--- src/rtl/bfly4_2d_sched.sv ---
// 4x4 two-pass (row then column) radix-4 butterfly transform with one shared
// butterfly network, a 4x4 row buffer and valid/ready handshakes on both sides.
module bfly4_2d_sched #(
    parameter  int IN_W  = 19,
    localparam int OUT_W = IN_W + 2
) (
    input  logic                    clk,
    input  logic                    rst,
    input  logic                    in_valid,
    output logic                    in_ready,
    input  logic signed [IN_W-1:0]  in_0,
    input  logic signed [IN_W-1:0]  in_1,
    input  logic signed [IN_W-1:0]  in_2,
    input  logic signed [IN_W-1:0]  in_3,
    output logic                    out_valid,
    input  logic                    out_ready,
    output logic signed [OUT_W-1:0] out_0,
    output logic signed [OUT_W-1:0] out_1,
    output logic signed [OUT_W-1:0] out_2,
    output logic signed [OUT_W-1:0] out_3,
    output logic [1:0]              out_col,
    output logic                    out_last
);

    localparam int BW = IN_W + 1;

    typedef enum logic [1:0] {IDLE, LOAD, EMIT} state_t;

    state_t                r_state;
    state_t                w_state_nxt;
    logic [1:0]            r_row_cnt;
    logic [1:0]            r_col_cnt;
    logic signed [BW-1:0]  r_buf [4][4];

    logic                  w_accept;
    logic                  w_out_fire;
    logic signed [BW-1:0]  w_a [4];
    logic signed [OUT_W-1:0] w_o [4];

    function automatic logic signed [OUT_W-1:0] sx(input logic signed [BW-1:0] v);
        return {v[BW-1], v};
    endfunction

    // Shared network: fed by the incoming row while loading, by a buffered column in EMIT.
    always_comb begin
        for (int unsigned k = 0; k < 4; k++) begin
            w_a[k] = r_buf[k][r_col_cnt];
        end
        if (r_state != EMIT) begin
            w_a[0] = {in_0[IN_W-1], in_0};
            w_a[1] = {in_1[IN_W-1], in_1};
            w_a[2] = {in_2[IN_W-1], in_2};
            w_a[3] = {in_3[IN_W-1], in_3};
        end
        w_o[0] = sx(w_a[0]) + sx(w_a[3]);
        w_o[1] = sx(w_a[1]) + sx(w_a[2]);
        w_o[2] = sx(w_a[1]) - sx(w_a[2]);
        w_o[3] = sx(w_a[0]) - sx(w_a[3]);
    end

    always_comb begin
        w_state_nxt = r_state;
        in_ready    = 1'b1;
        out_valid   = 1'b0;
        out_last    = 1'b0;
        case (r_state)
            IDLE: begin
                if (in_valid) w_state_nxt = LOAD;
            end
            LOAD: begin
                if (in_valid && r_row_cnt == 2'd3) w_state_nxt = EMIT;
            end
            EMIT: begin
                in_ready  = 1'b0;
                out_valid = 1'b1;
                out_last  = (r_col_cnt == 2'd3);
                if (out_ready && r_col_cnt == 2'd3) w_state_nxt = IDLE;
            end
            default: w_state_nxt = IDLE;
        endcase
    end

    assign w_accept   = in_valid && in_ready;
    assign w_out_fire = out_valid && out_ready;

    always_ff @(posedge clk) begin
        if (rst) begin
            r_state   <= IDLE;
            r_row_cnt <= '0;
            r_col_cnt <= '0;
            for (int unsigned r = 0; r < 4; r++) begin
                for (int unsigned c = 0; c < 4; c++) begin
                    r_buf[r][c] <= '0;
                end
            end
        end else begin
            r_state <= w_state_nxt;
            if (w_accept) begin
                r_row_cnt <= r_row_cnt + 2'd1;
                // Row results always fit in BW bits, so dropping the top bit is lossless.
                for (int unsigned c = 0; c < 4; c++) begin
                    r_buf[r_row_cnt][c] <= w_o[c][BW-1:0];
                end
            end
            if (w_out_fire) begin
                r_col_cnt <= r_col_cnt + 2'd1;
            end
        end
    end

    assign out_col = r_col_cnt;
    assign out_0   = (r_state == EMIT) ? w_o[0] : '0;
    assign out_1   = (r_state == EMIT) ? w_o[1] : '0;
    assign out_2   = (r_state == EMIT) ? w_o[2] : '0;
    assign out_3   = (r_state == EMIT) ? w_o[3] : '0;

endmodule

--- config.mk ---
export PLATFORM = sky130hd
export DESIGN_NAME = bfly4_2d_sched
export DESIGN_NICKNAME = d
export VERILOG_FILES = /design/src/rtl/bfly4_2d_sched.sv
export SDC_FILE = /design/constraint.sdc
export NUM_CORES = 1
export LEC_CHECK = 0
export ABC_AREA = 1
export CAP_MARGIN = 10
export CORE_MARGIN = 2
export CORE_UTILIZATION = 40
export DETAILED_ROUTE_END_ITERATION = 8
export PLACE_DENSITY = 0.66
export SLEW_MARGIN = 20
export SYNTH_ARGS = -nofsm -noshare
export SYNTH_HDL_FRONTEND = slang
export SYNTH_SLANG_ARGS = --single-unit
--- constraint.sdc ---
create_clock -name clk -period 5.1 [get_ports clk]
set_input_delay 0.51 -clock clk [delete_from_list [all_inputs] [get_ports clk]]
set_output_delay 0.51 -clock clk [all_outputs]
set_load 0.01 [all_outputs]
==> impl_metrics.json <==
{
  "max_freq_ghz": 0.202,
  "r2r_end": "r_buf[1][72]",
  "grt_setup_unrepaired": "true",
  "fin_tns_setup_ps": 0,
  "drt-wirelength-per-cell_um": 21.6,
  "most_common_cell_after_layout_fill_and_taps_aside": "sky130_fd_sc_hd__nor2_1",
  "post-place-ws_ps": 540,
  "hold_start": "r_row_cnt[0]",
  "worstMarginPinSlew_ps": 953,
  "clock_tree.root_cell": "sky130_fd_sc_hd__clkbuf_16",
  "mostFrequentLayoutCells": "739 x sky130_fd_sc_hd__nor2_1, 403 x sky130_fd_sc_hd__nand2_1, 312 x sky130_fd_sc_hd__edfxtp_1",
  "num_vias": 18125,
  "port_buffers": 168,
  "fp.dieW_um": 227,
  "core_area_sq_um": 49000,
  "synth_seq_cells": 318,
  "grt_pass1_vias": 17243,
  "critPathKind": "reg2out",
  "drive_gt1_share_pct": 7.47,
  "slew-limit-headroom_pct": 36.4,
  "wl_um": 72200,
  "leakage_nw": 10.1,
  "critical_path_required_ps": 4590,
  "globalRouteTotalUtil_pct": 27.6,
  "final_max_slew_viol_count": 0,
  "hold_viol": 0,
  "layout_min_cycle_time_ps": 4950,
  "grt_antenna_before_repair": 0,
  "post_synth_inst_count": 2514,
  "start_util_pct": 40.5,
  "global_route_total_overflow": 0,
  "multi_input_comb_area_sq_um": 8830,
  "crit_slowest_cell": "sky130_fd_sc_hd__clkdlybuf4s50_1",
  "final_estimated_routing_congestion_in_global_placement": 0.957,
  "cts_h_tree_depth": 2,
  "worstPathCellList": "inv_1 -> nor2_4 -> inv_2 -> buf_6 -> a221o_1 -> o21ai_0 -> ha_1 -> inv_1 -> a21oi_1 -> nand2_1 -> nor2_1 -> nand2_1 -> nand2_1 -> nand2_1 -> nor2_1 -> clkdlybuf4s50_1",
  "place_area_sq_um": 22300,
  "final.hold.worst_slack_ps": 501,
  "biggest_area_contributors_in_the_synthesized_netlist": "sky130_fd_sc_hd__edfxtp_1 47%, sky130_fd_sc_hd__nor2_1 14%, sky130_fd_sc_hd__nand2_1 7.9%",
  "die-height_um": 227,
  "viasPerCell": 5.42,
  "n_antenna_cell": 0,
  "r2r.worst_path.cells": 13,
  "clk_pin_slew_ps": 60,
  "p_total_mw": 7.10,
  "synth_seq_area_share_pct": 47.9,
  "cts_tree": "done",
  "timing.critical_path.from_type": "register",
  "power_density_nw_per_um2": 299,
  "synthDistinctLibCells": 35,
  "cts_sinks": 318,
  "cap_violations": 0,
  "cts-buffers-inserted": 36,
  "die-area_sq_um": 51300,
  "post-dp-hpwl_um": 52100,
  "cts_max_path_buffers": 3,
  "timing.final.crit_share_pct": 97.0,
  "worst-r2r-setup-slack_ps": 1250,
  "worstSkewPairLatency_ps": 550,
  "boundaryPins": 169,
  "synthDominantCellAreaShare_pct": 47.3,
  "yosys_warnings": 0,
  "cp_common_cell": "sky130_fd_sc_hd__nand2_1",
  "worstReg2RegStart": "out_col[0]",
  "synthesized_netlist_net_count": 2683,
  "critPathMaxFanout": 38,
  "finalSetupViolations": 0,
  "detail-route-antenna-nets": 0,
  "layout_net_count": 2827,
  "final.setup_skew_ps": 26.9,
  "holdPathStages": 1,
  "synthesis.area_per_instance_sq_um": 7.88,
  "grt_start_max_net_pins": 90,
  "drc_errors": 0,
  "final_area_sq_um": 23700,
  "area.sequential_sq_um": 9490,
  "growth_of_design_area_from_synthesis_to_finish_pct": 19.6,
  "hold-path-endpoint": "r_row_cnt[0]",
  "power.ir.vdd_worst_v": 0.000205,
  "yosys.area.top_type": "sky130_fd_sc_hd__edfxtp_1",
  "grt_pass1_wl_um": 105000,
  "cts_hold_buf": 0,
  "post_synth_instance_area_sq_um": 19800,
  "critPathArrivalTime_ps": 4440,
  "hold_path.class": "reg2reg",
  "fp-row-count": 81,
  "endpoint_kind_of_the_worst_setup_timing_path": "output port",
  "final.fill_count": 4756,
  "detail_route.first_pass.iterations": 5,
  "run_status": "finished, final reports clean",
  "dr.first_iter.drc_count": 2336,
  "final_setup_margin_ps": 154,
  "max_incr_delay_on_cp_ps": 560
}
## state kept, by name, indices dropped and copies added (netlist names)
signal and cells:
r_state 2, r_buf 312, r_row_cnt 2, out_col 2
## layer usage
| metal | vias to the layer above | part of all wire [%] | wire [um] | track usage (%) |
|---|---|---|---|---|
| met5 | - | 0 | 0 | 0 |
| met4 | 0 | 2.7 | 1940 | 8.11 |
| met3 | 108 | 8.6 | 6210 | 3.29 |
| met2 | 932 | 46 | 33400 | 44.3 |
| met1 | 8663 | 42 | 30700 | 39.1 |
| li1 | 8422 | - | - | - |
## synthesized netlist by cell type
library cell	number
sky130_fd_sc_hd__fa_1	4
sky130_fd_sc_hd__a21oi_2	3
sky130_fd_sc_hd__xor2_1	35
sky130_fd_sc_hd__a221o_1	4
sky130_fd_sc_hd__nand3_2	1
sky130_fd_sc_hd__nor2_1	748
sky130_fd_sc_hd__nand2_2	6
sky130_fd_sc_hd__nor3_1	8
sky130_fd_sc_hd__buf_1	10
sky130_fd_sc_hd__buf_4	13
sky130_fd_sc_hd__nor2_4	3
sky130_fd_sc_hd__xor2_2	5
sky130_fd_sc_hd__buf_2	69
sky130_fd_sc_hd__and2_1	2
sky130_fd_sc_hd__a31oi_1	36
sky130_fd_sc_hd__xnor2_1	2
sky130_fd_sc_hd__a21o_1	3
sky130_fd_sc_hd__o22ai_1	34
sky130_fd_sc_hd__o21ai_0	199
sky130_fd_sc_hd__inv_1	257
sky130_fd_sc_hd__clkbuf_1	42
sky130_fd_sc_hd__o21ai_1	9
sky130_fd_sc_hd__nor4_1	2
sky130_fd_sc_hd__ha_1	85
sky130_fd_sc_hd__buf_6	5
sky130_fd_sc_hd__o21bai_2	2
sky130_fd_sc_hd__nand2_1	417
sky130_fd_sc_hd__edfxtp_1	312
sky130_fd_sc_hd__nand4_1	14
sky130_fd_sc_hd__inv_2	7
sky130_fd_sc_hd__nand3_1	79
sky130_fd_sc_hd__dfxtp_1	6
sky130_fd_sc_hd__o21bai_1	15
sky130_fd_sc_hd__nand3b_1	3
sky130_fd_sc_hd__a21oi_1	74
## where the power goes
| group | total [mW] | internal [mW] | switching (mW) |
|---|---|---|---|
| Sequential | 3.09 | 3.05 | 0.0447 |
| Clock | 2.40 | 1.36 | 1.04 |
| Combinational | 1.60 | 0.464 | 1.14 |
## stage by stage
step                util (%)  instances
floorplan                  -       2514
global placement        45.5       3277
detailed placement      45.5       3277
CTS                     47.9       3338
global route            48.4       3343
finish                  48.4       3343
## layout make-up
| class | instances | share of cell area [%] |
|---|---|---|
| sequential | 318 | 40.1 |
| multi-input combinational | 1793 | 37.2 |
| timing repair buffer | 245 | 10.5 |
| inverter | 264 | 4.19 |
| clock buffer | 45 | 4.12 |
| tap | 664 | 3.50 |
| clock inverter | 14 | 0.375 |
## repair_timing
item	4_1_cts	5_1_grt
setup endpoints to repair	8	46
cloned	2	3
gates resized for setup	3	58
buffers inserted	0	2
pin swaps	0	1
## worst max-delay path: cells and delay by family, from the launching register on
| family | cells | cell delay [ps] |
|---|---|---|
| buffers and inverters | 5 | 1630 |
| and+or+nand+nor | 7 | 770 |
| AOI/OAI and AO/OA | 3 | 650 |
| adders and majority gates | 1 | 490 |
| DFF | 1 | 310 |
## worst max path at each step
stage / from / to / slack (ps) / cells after the start
3_5_place_dp: r_state[1] / out_2[18] / 540 / 18
2_1_floorplan: in_valid / r_buf[1][10] / 1730 / 8
3_3_place_gp: r_state[1] / out_2[18] / 500 / 18
6_report: r_state[1] / out_1[19] / 150 / 16
4_1_cts: out_col[0] / out_0[19] / -3 / 17
5_1_grt: r_state[1] / out_0[19] / -90 / 16
## logic make-up (layout without fill, tap and decap cells)
group | count (synthesis) | after routing | synth area share, %
buf+inv | 403 | 568 | 8.50
simple gates | 1283 | 1283 | 25.4
flops | 318 | 318 | 47.9
fa+ha+maj | 89 | 89 | 5.77
xor+xnor | 42 | 42 | 2.05
compound gates | 379 | 379 | 10.5
Note: power is estimated with default switching activity, not from simulation.
==> RTL edit 1, RTL diff (same settings) <==
Re-encode `state_t` (3 states) as one-hot, 3 bits wide.
--- a/src/rtl/bfly4_2d_sched.sv
+++ b/src/rtl/bfly4_2d_sched.sv
@@ -24,7 +24,7 @@
 
     localparam int BW = IN_W + 1;
 
-    typedef enum logic [1:0] {IDLE, LOAD, EMIT} state_t;
+    typedef enum logic [2:0] {IDLE = 3'b001, LOAD = 3'b010, EMIT = 3'b100} state_t;
 
     state_t                r_state;
     state_t                w_state_nxt;
Formal check against the unedited RTL: no difference found for any inputs over 4 cycles, from zero or initial values and one cycle with rst high; so few cycles prove little.
==> RTL edit 1 against the unedited design <==
Routed wire length is 7.2% lower; total power rose by 7.8%; worst setup slack got worse by 39 ps; clock skew is 1.7 ps lower; area after synthesis is 0.30% lower; combinational power grew 33%; utilization shrank 0.27 points; design area decreased by 0.77%; non-clock buffer count is 13 lower; via count is 2.8% lower; sequential cell count grew 1; critical path type unchanged; critical endpoint is now out_0[19].
==> RTL edit 1: results <==
group,metric,value,unit
placed_design,dp_slack,406,ps
setup_path,regToRegSetupSlack,1270,ps
synth,netlist_top_cells_area,"edfxtp_1 47%, nor2_1 14%, nand2_1 7.8%, ha_1 5.4%, o21ai_0 5.1%",
clock_tree,clock_latency,530,ps
final_layout,multi_input_area,0.00878,mm2
setup_path,r2r_cells,15,
global_routing,grt_pass1_vias,16900,
global_routing,met3_usage,2.90,%
placed_design,gp_congestion,0.935,
routing,drt-pass1-iter-count,7,
final_layout,nNetsFinal,2809,
routing,dr_wl_met3,3.94,mm
pwr,p_leak,10.0,nW
synth,yosys.area_share.adder,5.79,%
setup_path,crit_fanout,48,
global_routing,gr-usage-all-layers,25.9,%
synth,yosysSeqAreaShare,48.1,%
routing,drt-met1-wl,27.7,mm
setup_path,r2r_start,"r_state[0]",
routing,wl_per_cell,20.1,um
synth,synthTopCellsByCount,"751 x nor2_1, 410 x nand2_1, 312 x edfxtp_1",
final_layout,final_layout_size_suffix_gt1_share,6.75,%
status,status,"completed",
synth,synth_nets,2682,
synth,synth_compound_area_share,10.5,%
setup_path,cp-endpoint,"out_0[19]",
synth,synth_xor_xnor_area_share,1.94,%
setup_path,arrival,4480,ps
synth,synthMuxAreaShare,0,%
clock_tree,ctsLongestPathBuffers,3,
pwr,pwr-share-seq,40.8,%
timing,max_slew.worst_pin.slew,982,ps
global_routing,grt_util_met1,33.4,%
synth,synth.avg_cell_area,7.86,um2
global_routing,grt_max_degree,95,
pwr,combPwrFrac,27.9,%
placed_design,place_area,0.0222,mm2
pwr,pwr_density_cell,325,mW/mm2
pwr,p_switching,2.57,mW
synth,synth_cell_types,33,
routing,via_count,17600,
global_routing,grt_util_met2,44.9,%
routing,dr_wl_met2,32.8,mm
placed_design,placed_cells,3267,
timing,clock-skew-final,25.2,ps
global_routing,grt_pass1_wl,100,mm
placed_design,dp_hpwl,48.5,mm
RTL edit 1: cell count changes after synthesis, moves of 4 or more:
cell      before  now
buf_1         10   15
buf_4         13    0
clkbuf_1      42   51
inv_1        257  261
nand2_1      417  410
RTL edit 1: logic make-up (layout without fill, tap and decap cells):
kind of cell	count (synthesis)	in the layout
buffers and inverters	407	559
DFF	319	319
and+or+nand+nor	1275	1275
AOI/OAI and AO/OA	381	381
xor gates and xnor gates	42	42
adders and majority gates	89	89
RTL edit 1: what timing repair did:
item,CTS,global route
gates cloned,1,0
hold buffers,0,0
gates resized for setup,7,65
endpoints found under the setup margin,16,36
RTL edit 1: layout make-up:
type | count | area share [%]
Clock buffer | 43 | 3.85
Clock inverter | 18 | 0.681
Inverter | 266 | 4.30
Multi-Input combinational cell | 1787 | 37.3
Sequential cell | 319 | 40.4
Tap cell | 664 | 3.53
Timing Repair Buffer | 232 | 9.85
==> RTL edit 2, RTL diff (same flow settings) <==
Made on the original files. The parameter `IN_W` goes from 19 to 15.
--- a/src/rtl/bfly4_2d_sched.sv
+++ b/src/rtl/bfly4_2d_sched.sv
@@ -1,7 +1,7 @@
 // 4x4 two-pass (row then column) radix-4 butterfly transform with one shared
 // butterfly network, a 4x4 row buffer and valid/ready handshakes on both sides.
 module bfly4_2d_sched #(
-    parameter  int IN_W  = 19,
+    parameter  int IN_W  = 15,
     localparam int OUT_W = IN_W + 2
 ) (
     input  logic                    clk,
Ports: changed (8 resized); port bits go from 169 to 137. No check against the original RTL was run, so the function may have changed too.
==> RTL edit 2 against the unedited design <==
Sequential share of layout area up 1.1 points; routed wire length down 33%; worst setup slack better by 110 ps; design area down 22%; sequential cell count down 64; clock skew down 9.2 ps; highest routed layer unchanged; worst hold slack better by 41 ps; largest power group unchanged; area after synthesis down 20%; total power down 25%.
==> RTL edit 2: results <==
group,metric,value,unit
status,status,"completed",
final_layout,stdcell_count,2623,
final_layout,largest_register_ffs,248,
global_routing,met3_usage,2.01,%
placed_design,gp_congestion,0.869,
setup_path,reg2reg_to,"r_buf[0][44]",
clock_tree,htree_levels,1,
pwr,p_seq,2.47,mW
synth,synth-edff-count,248,
global_routing,grt_max_degree,132,
setup_path,arrival,4330,ps
min_path,hold_depth,2,
routing,drtIter0Drc,1365,
placed_design,placed_cells,2577,
routing,via_count,13800,
global_routing,grt_util_met1,30.2,%
final_layout,final_layout_size_suffix_gt1_share,4.61,%
synth,netlist_top_cells_area,"edfxtp_1 47%, nor2_1 13%, nand2_1 8.7%, ha_1 5.4%, inv_1 5.3%",
clock_tree,ctsResizeCount,0,
pwr,total_power,5.30,mW
synth,synthTopCellsByCount,"553 x nor2_1, 368 x nand2_1, 248 x edfxtp_1",
setup_path,r2r_cells,16,
pwr,vdd_drop_max,0.000295,V
routing,dr_wl_met3,2.91,mm
min_path,min_to,"r_row_cnt[1]",
pwr,p_int,3.74,mW
synth,synthCells,1995,
global_routing,grt_pass1_wl,72.8,mm
min_path,min_from,"r_row_cnt[1]",
timing,min_period,4840,ps
global_routing,grt_pass1_vias,13100,
## RTL edit 2: changes by cell type after synthesis, moves of 12 or more
| cell | change |
|---|---|
| clkbuf_1 | -12 |
| edfxtp_1 | -64 |
| o21ai_0 | -55 |
| nor2_1 | -195 |
| buf_2 | -22 |
| inv_1 | -32 |
| buf_6 | +19 |
| a21oi_1 | -16 |
| nand2_1 | -49 |
| nand3_1 | -14 |
| ha_1 | -16 |
## RTL edit 2: cell type report
class                   count  share of cell area (%)
flip-flops and latches    254                    41.1
well taps                 518                    3.52
multi-input cells        1404                    36.9
clock inverters             8                   0.353
inverters                 231                    4.74
clock buffers              35                    3.76
repair buffers            173                    9.56
## RTL edit 2: cell families (layout without fill, tap and decap cells)
kind of cell | after synthesis | count (layout) | synth area share, %
simple gates | 1027 | 1027 | 25.9
buf+inv | 337 | 447 | 9.55
flops | 254 | 254 | 47.7
xor+xnor | 28 | 28 | 1.59
compound gates | 276 | 276 | 9.31
fa+ha+maj | 73 | 73 | 5.95
